[src/rtl/keypad_encoder.sv]
// Ten-key keypad encoder: synchronizes raw key lines, debounces a single pressed key,
// emits a one-cycle BCD strobe per accepted press and shifts it into a 3-digit register.
module keypad_encoder #(
  parameter int DEBOUNCE_CYCLES = 4
) (
  input  logic        clk,
  input  logic        rst,
  input  logic [9:0]  keypad,
  input  logic        enablen,
  input  logic        clear_digits,
  output logic [3:0]  bcd_out,
  output logic        data_valid,
  output logic        loadn,
  output logic [11:0] digits
);

  typedef enum logic [1:0] {IDLE, DEBOUNCE, PRESSED, WAIT_RELEASE} state_t;

  localparam logic [3:0] CNT_MAX = 4'(DEBOUNCE_CYCLES);

  state_t      state;
  logic [9:0]  ks_meta;
  logic [9:0]  ks;
  logic [9:0]  cand;
  logic [3:0]  cnt;
  logic        one_hot;
  logic [3:0]  cand_bcd;

  assign one_hot = (ks != 10'd0) && ((ks & (ks - 10'd1)) == 10'd0);

  // NOTE: every signal written in always_comb gets a default first, so no latch is inferred.
  always_comb begin
    cand_bcd = 4'd0;
    for (int i = 0; i < 10; i++) begin
      if (cand[i]) cand_bcd = 4'(i);
    end
  end

  // Outputs are registered; data_valid/loadn are raised on the edge that enters PRESSED,
  // so the strobe is visible exactly while the FSM sits in PRESSED.
  // NOTE: sequential state uses non-blocking assignments only, so every flop samples pre-edge values.
  always_ff @(posedge clk or posedge rst) begin
    if (rst) begin
      state      <= IDLE;
      ks_meta    <= 10'd0;
      ks         <= 10'd0;
      cand       <= 10'd0;
      cnt        <= 4'd0;
      bcd_out    <= 4'd0;
      data_valid <= 1'b0;
      loadn      <= 1'b1;
      digits     <= 12'h000;
    end else begin
      ks_meta    <= keypad;
      ks         <= ks_meta;
      data_valid <= 1'b0;
      loadn      <= 1'b1;
      if (clear_digits) digits <= 12'h000;

      unique case (state)
        IDLE: begin
          cnt <= 4'd0;
          if (!enablen && one_hot) begin
            cand  <= ks;
            cnt   <= 4'd1;
            state <= DEBOUNCE;
          end
        end

        DEBOUNCE: begin
          if (enablen || ks != cand) begin
            cnt   <= 4'd0;
            state <= IDLE;
          end else if (cnt == CNT_MAX) begin
            bcd_out    <= cand_bcd;
            data_valid <= 1'b1;
            loadn      <= 1'b0;
            // A coincident clear wins first, then the new digit is shifted in.
            digits     <= clear_digits ? {8'h00, cand_bcd} : {digits[7:0], cand_bcd};
            cnt        <= 4'd0;
            state      <= PRESSED;
          end else begin
            cnt <= cnt + 4'd1;
          end
        end

        PRESSED: begin
          cnt   <= 4'd0;
          state <= WAIT_RELEASE;
        end

        WAIT_RELEASE: begin
          if (ks != 10'd0) begin
            cnt <= 4'd0;
          end else if (cnt + 4'd1 == CNT_MAX) begin
            cnt   <= 4'd0;
            state <= IDLE;
          end else begin
            cnt <= cnt + 4'd1;
          end
        end

        default: state <= IDLE;
      endcase
    end
  end

endmodule

[config.mk]
export PLATFORM = sky130hd
export DESIGN_NAME = keypad_encoder
export DESIGN_NICKNAME = d
export VERILOG_FILES = /design/src/rtl/keypad_encoder.sv
export SDC_FILE = /design/constraint.sdc
export NUM_CORES = 1
export LEC_CHECK = 0
export ABC_AREA = 1
export CAP_MARGIN = 15
export CORE_MARGIN = 2
export CORE_UTILIZATION = 30
export DETAILED_ROUTE_END_ITERATION = 8
export SYNTH_ARGS = -nofsm -noshare
export SYNTH_HDL_FRONTEND = slang
export SYNTH_SLANG_ARGS = --single-unit
[constraint.sdc]
create_clock -name clk -period 2 [get_ports clk]
set_clock_uncertainty 0.1 [all_clocks]
set_input_delay 0.4 -clock clk [delete_from_list [all_inputs] [get_ports clk]]
set_output_delay 0.4 -clock clk [all_outputs]
set_load 0.01 [all_outputs]
## After elaboration in Yosys (flattened, before gate mapping)

Index checks and enable logic that the tools add are counted.

| word-level totals | value |
|---|---|
| flip-flop bits (word level) | 54 |
| input port bits | 14 |
| output and inout bits | 18 |

| cells by class | value |
|---|---|
| add/sub/neg operators | 2 |
| equal/unequal tests | 10 |
| multiplexer cells | 32 |
| bitwise operators | 2 |
| reduce and logical (&&, ||, !) cells | 10 |

Operator list:

| kind | number |
|---|---|
| two-way mux 12 bit | 5 |
| two-way mux 4 bit | 12 |
| one-hot mux 4 bit (4 select lines) | 1 |
| AND 10 bit | 1 |
| logical NOT 10 bit | 1 |
| two-way mux 2 bit | 5 |
| inequality test 10 bit | 1 |
| nonzero test 10 bit | 1 |
| subtractor 10 x 1 -> 10 bit, second input constant | 1 |
| equality test 4 x 3 -> 1 bit, second input constant | 2 |
| two-way mux 1 bit | 8 |
| one-hot mux 2 bit (4 select lines) | 1 |
| inequality test 2 bit, second input constant | 3 |
| adder 4 x 1 -> 4 bit, second input constant | 1 |
| equality test 2 bit, second input constant | 2 |
| AND reduction 4 bit | 1 |
| inequality test 3 bit, second input constant | 1 |
| AND reduction 3 bit | 1 |
| equality test 2 x 1 -> 1 bit, second input constant | 1 |
| logical AND 1 bit | 2 |
| logical NOT 2 bit | 1 |
| AND reduction 2 bit | 1 |
| logical NOT 1 bit | 1 |
| logical OR 1 bit | 1 |
| NOT 1 bit | 1 |

## Logic depth before layout (Yosys ltp)

Gate-level depths: netlist (run 1).

| depth | value |
|---|---|
| depth after elaboration | 13 |
| mapped depth | 12 |
| depth with buffers taken out | 12 |

## Worst setup path before layout (run 1)

Ideal clock, no wire load.

| path | value |
|---|---|
| path type | register to register |
| start point | register ks[2] |
| end point | register cand[7] |
| setup time | 121 ps |
| data arrival time | 1365 ps |
| data required time | 1779 ps |
| setup slack | 413 ps |
| cell stages (with the launch flop) | 10 |
| path buffers | 1 |
| path through | dfrtp_1 nor2_2 nand2_1 nor2_1 o21ai_0 nor2_1 nand3_1 buf_2 nand2_1 o21ai_1 |

| on the way | value |
|---|---|
| word-level cells in the longest chain between the ends | 6 |
| elaborated cells between the ends (all ways) | 7 |

RTL lines:

| element | RTL line | source |
|---|---|---|
| start, declared | 23 | `logic [9:0] ks;` |
| start signal, assigned | 55 | `ks <= ks_meta;` |
| subtractor 10 x 1 -> 10 bit | 29 | `assign one_hot = (ks != 10'd0) && ((ks & (ks - 10'd1)) == 10'd0);` |
| AND 10 bit | 29 |  |
| logical NOT 10 bit | 29 |  |
| logical AND 1 bit * | 29 |  |
| logical AND 1 bit * | 63 | `if (!enablen && one_hot) begin` |
| AND reduction 2 bit (no source line) * | n/a |  |
| end signal, assigned | 64 | `cand <= ks;` |
| end, declared | 24 | `logic [9:0] cand;` |

Mark *: on every way between the ends. The rest lies on a longest branch, timed or not.
A chain may end at the register's enable or synchronous reset.

## Final worst setup path (run 1)

| path | value |
|---|---|
| start point | register ks[2] |
| end point | register cand[8] |

Same word-level chain as after synthesis.

==> impl_metrics.toml, run 1 <==
[synth]
syn_area_mm2 = 0.00239
synth.area.top_cells = "dfrtp_1 56%, nand2_1 14%, inv_1 5.8%, nor2_1 3.9%, nand3_1 3.8%"
yosysWarnings = 0
synth-seq-cells = 54
synth_compound_area_share_pct = 7.44
synthAdderAreaFrac_pct = 1.57
syn-num-nets = 301
synthMuxAreaShare_pct = 0
async_flop_share_pct = 100
synth.distinct_cells = 27
synthCells = 284
synth_xor_xnor_area_share_pct = 1.10
synth_top_family_by_area = "simple AND/OR/NAND/NOR gates"
synth_top_area_share_pct = 55.5
synth-edff-count = 0
synth-simple-area-share_pct = 25.7
syn_area_per_cell_um2 = 8.41
synth_largest_area_cell = "dfrtp_1"
seq_area_frac_synth_pct = 56.6
synthFlopType = "dfrtp_1"

[global_routing]
grt_pass1_vias = 1782
grt_max_degree = 55
grt_antenna_before_repair = 0
grt_util_all_layers_pct = 11.7
grt_pass1_wl_mm = 7.99
grt_overflow_total = 0

[hold_path]
hold_path.startpoint = "ks_meta[6]"
hp-class = "flip-flop to flip-flop"
min_to = "ks[6]"
hold_depth = 0

[floorplanning]
start_util_pct = 30.9
die_h_um = 93.2
rows = 32
die-width_um = 93.2
die-area_mm2 = 0.00869
core_mm2 = 0.00773
io_pins = 32

[route]
dr.pass1.iters = 4
via_per_inst = 4.38
vias = 1861
wl_per_cell_um = 10.8
final_antenna_net_count = 0
drc = 0
wirelength_mm = 4.60
drt-initial-drc-count = 113

[clock_tree]
worstSkewPairLatency_ns = 0.31
clock-sinks = 54
cts_buffer_depth = 2
root_buffer = "clkbuf_8"
cts_hold_buf = 0
post_cts_resized = 0
cts-buffers-inserted = 5
cts_tree = "yes"
cts_setup_buffers = 0
clk_pin_slew_worst_paths_ns = 0.09
htree_levels = 2

[finish]
layout-drive-gt1-share_pct = 7.74
post-route-util_pct = 38.6
final_common_cell = "nand2_1"
num_antenna_cells = 0
nets = 339
final_cells = 425
mostFrequentLayoutCells = "91 x nand2_1, 52 x dfrtp_1, 36 x inv_1"
syn_to_final_growth_pct = 24.8
fill_cells = 759

[critical_path]
r2r-end = "cand[8]"
cp.arrival_ns = 1.97
path_max_fanout = 21
worst-r2r-setup-slack_ns = 0.12
path_class = "flip-flop to flip-flop"
worstPathRequired_ns = 2.09
r2r-start = "ks[2]"
r2r_cells = 9
cp-start-kind = "flip-flop"
crit_path_end_kind = "flip-flop"

[timing]
maxSlewViolCount = 0
setup_viol = 0
hold_violations = 0
post-route-period-util_pct = 93.8
slew-limit-headroom_pct = 76.4
fin_tns_setup_ns = 0
rsz0062_at_grt = "false"
fin_crit_ns = 1.88
worst_pin_slew_ns = 0.350
setup_ws_ns = 0.124
timing.fmax_mhz = 533

[run]
drv_cap = 0

[power]
power_density_mw_per_mm2 = 715
power_switching_uw = 507
swShare_pct = 23.8
power_leakage_uw = 0.00152
seqPwrFrac_pct = 55.4
irDropWorstVdd_uv = 470
power_frac_comb_pct = 9.6
power_uw = 2130
p_int_uw = 1620
clkPwrFrac_pct = 35.0

[place]
dpl_worst_slack_ns = -0.0876
dpl.hpwl_mm = 3.34
place_congestion = 0.840
dp_cells = 417
portBuffers = 31

[run_status]
status = "finished, final reports clean"
==> cells in the mapped netlist (all sizes together) (2+ instances only) <==
cell,n
buf,3
dfrtp,53
xor2,2
nor3,2
nand4,5
inv,41
nand3,18
ha,3
a21oi,3
nand2,92
o21ai,28
nor2,28
==> through the flow <==
stage               cell area (µm²)  hold WS (ns)
finish                         2980         0.252
global route                   2980         0.261
CTS                            2970         0.256
detailed placement             2860         0.235
global placement               2860         0.232
floorplan                      2390         0.231
==> critical path: stages, from the launching register on <==
cell and delay, ns:
dfrtp_2 0.46, nor2_4 0.16, nand3_1 0.08, o21ai_0 0.22, nand2_1 0.10, nor2_1 0.19, nand3_1 0.15, buf_12 0.18
nand2_1 0.06, o21ai_1 0.06
==> power groups by stage <==
stage                     sequential, µW  clock, µW  combinational (µW)
after floorplan                     1190          0                 142
after global placement              1200          0                 202
after detailed placement            1200          0                 206
after CTS                           1180        773                 207
after global routing                1190        820                 241
final                               1180        746                 204
==> cells by family (layout without fill, tap and decap cells) <==
logic type / after synthesis / in the layout
AOI/OAI and AO/OA: 33 / 33
xor gates and xnor gates: 3 / 3
adders and majority gates: 3 / 3
buffers and inverters: 45 / 84
DFF: 54 / 54
and+or+nand+nor: 146 / 146
==> worst max-delay path by stage <==
stage / slack, ns / from / endpoint
after floorplan: 0.19 / rst / asynchronous set/reset pin
after global placement: -0.09 / enablen / cand[8]
after detailed placement: -0.09 / enablen / cand[8]
after CTS: 0.13 / ks[2] / cand[8]
after global routing: 0.002 / ks[2] / cnt[1]
final: 0.12 / ks[2] / cand[8]
==> sequential cells by signal (all words and copies together), names as in the netlist, named ones only <==
register	flops
state	1
bcd_out	4
data_valid	1
loadn	1
cand	10
ks_meta	10
digits	12
ks	10
cnt	4
==> cell type report <==
type                    instances  area [µm²]  share of cell area [%]
repair buffers                 35         365                    12.3
well taps                     102         128                    4.28
multi-input cells             185         862                    28.9
flip-flops and latches         54        1350                    45.4
clock inverters                 1        30.0                    1.01
inverters                      41         156                    5.25
clock buffers                   7        86.3                    2.90
==> per-layer routing <==
metal / wire, µm / vias to the layer above / track usage, %
met4: 80 / 0 / 4.41
met1: 2170 / 840 / 15.2
met3: 254 / 8 / 2.98
met5: 0 / - / 0
li1: - / 962 / -
met2: 2090 / 51 / 18.6
Power figures use the tool's default switching activity.
==> inputs of run 2 (changes only) <==
--- a/config.mk
+++ b/config.mk
@@ -10,6 +10,7 @@
 export CORE_MARGIN = 2
 export CORE_UTILIZATION = 30
 export DETAILED_ROUTE_END_ITERATION = 8
+export GPL_TIMING_DRIVEN = 0
 export SYNTH_ARGS = -nofsm -noshare
 export SYNTH_HDL_FRONTEND = slang
 export SYNTH_SLANG_ARGS = --single-unit
==> run 2 against run 1 <==
Power fell by 6.9%. Critical path type is now flip-flop to output pin. Clock power shrank 21%. Clock-buffer cell count decreased by 1. Sequential power about the same.
==> impl_metrics.toml, run 2 (same netlist as run 1, synthesis figures left out) <==
[route]
via_per_inst = 4.49
final_antenna_net_count = 0
dr.pass1.iters = 4
vias = 1925
drc = 0
drt-initial-drc-count = 91
wl_per_cell_um = 11.3
wirelength_mm = 4.85

[timing]
whs_ns = 0.257
fin_crit_ns = 1.85
slew-limit-headroom_pct = 64.1
worst_pin_slew_ns = 0.538
hold_violations = 0
post-route-period-util_pct = 92.5
setup_viol = 0
timing.fmax_mhz = 541
maxSlewViolCount = 0

[global_routing]
grt_max_degree = 30
grt_pass1_vias = 1835
grt_pass1_wl_mm = 8.46
grt_antenna_before_repair = 0
grt_overflow_total = 0
grt_util_all_layers_pct = 12.2

[hold_path]
hold_depth = 0
hp-class = "flip-flop to flip-flop"

[critical_path]
worstPathRequired_ns = 1.50
cp-start-kind = "flip-flop"
r2r_cells = 12
path_depth = 1
r2r-start = "ks[0]"
max_stage_delay_ns = 0.52
critical-path-top-delay-family = "flip-flops"
cpMaxStageDelayCell = "dfstp_2"
crit_path_end_kind = "output pin"
critPathBufInv = 1
worst-r2r-setup-slack_ns = 0.16
r2r-end = "digits[11]"
crit_chain = "clkdlybuf4s50_1"
cp.arrival_ns = 1.35
cp-endpoint = "loadn"
path_max_fanout = 1
crit_start = "loadn"
path_class = "flip-flop to output pin"

[power]
irDropWorstVdd_uv = 418
power_density_mw_per_mm2 = 666
power_uw = 1980
power_frac_comb_pct = 10.6
power_switching_uw = 523
swShare_pct = 26.4
seqPwrFrac_pct = 59.6
clkPwrFrac_pct = 29.8
power_leakage_uw = 0.00153
p_int_uw = 1460

[clock_tree]
cts_buffer_depth = 2
clock-sinks = 54
clk_pin_slew_worst_paths_ns = 0.10
worstSkewPairLatency_ns = 0.31
htree_levels = 2
cts_tree = "yes"
cts_hold_buf = 0
cts-buffers-inserted = 5
root_buffer = "clkbuf_8"

[run_status]
status = "finished, final reports clean"

[finish]
largest_reg_flops = 12
num_antenna_cells = 0
fill_cells = 793
final_common_cell = "nand2_1"
mostFrequentLayoutCells = "91 x nand2_1, 51 x dfrtp_1, 36 x inv_1"
syn_to_final_growth_pct = 24.6
largest-register = "digits"
layout-drive-gt1-share_pct = 9.79
post-route-util_pct = 38.5
nets = 343

[place]
portBuffers = 31
dpl.hpwl_mm = 3.55
place_congestion = 0.938

[floorplanning]
core_mm2 = 0.00773
start_util_pct = 30.9
rows = 32
io_pins = 32
die_h_um = 93.2
die-width_um = 93.2
die-area_mm2 = 0.00869

[run]
drv_cap = 0
-- run 2: layer usage --
metal / GRT usage [%] / share of wire (%) / vias to the layer above
li1: - / - / 970
met1: 16.4 / 48 / 894
met2: 19.2 / 45 / 52
met3: 2.90 / 4.9 / 9
met4: 4.41 / 1.9 / 0
met5: 0 / 0 / -
-- run 2: metrics by stage --
stage | setup slack [ns] | std cells | setup TNS, ns | area (µm²)
2_1_floorplan | 0.187 | 284 | 0 | 2390
3_3_place_gp | -0.809 | 417 | -46.96 | 2830
3_5_place_dp | -0.226 | 418 | -3.94 | 2850
4_1_cts | 0.0956 | 426 | 0 | 2930
5_1_grt | -0.00515 | 429 | -0.00515 | 2980
6_report | 0.151 | 429 | 0 | 2980
-- run 2: how the worst min path moves through the flow --
stage | start | end | slack, ns
3_5_place_dp | ks_meta[3] | ks[3] | 0.24
4_1_cts | ks_meta[3] | ks[3] | 0.26
2_1_floorplan | ks_meta[0] | ks[0] | 0.23
3_3_place_gp | ks_meta[9] | ks[9] | 0.23
6_report | ks_meta[4] | ks[4] | 0.26
5_1_grt | ks_meta[2] | ks[2] | 0.26
-- run 2: area by class of cell --
| class | instances | area (µm²) | area share, % |
|---|---|---|---|
| Clock buffer | 6 | 72.6 | 2.44 |
| Timing Repair Buffer | 35 | 355 | 11.9 |
| Clock inverter | 2 | 10.0 | 0.336 |
| Sequential cell | 54 | 1360 | 45.5 |
| Buffer | 4 | 30.0 | 1.01 |
| Multi-Input combinational cell | 185 | 870 | 29.2 |
| Tap cell | 102 | 128 | 4.29 |
| Inverter | 41 | 156 | 5.25 |
-- run 2: what timing repair did --
| action | in CTS | in global routing |
|---|---|---|
| gates resized for setup | 0 | 14 |
| hold endpoints to repair | 0 | 0 |
| setup endpoints to repair | 0 | 19 |
| setup buffers | 0 | 3 |
-- run 2: power by group through the flow --
| stage | Combinational [µW] | Sequential (µW) | Clock [µW] |
|---|---|---|---|
| floorplan | 142 | 1190 | 0 |
| global placement | 197 | 1200 | 0 |
| detailed placement | 206 | 1200 | 0 |
| CTS | 207 | 1180 | 606 |
| global route | 245 | 1190 | 672 |
| finish | 210 | 1180 | 592 |
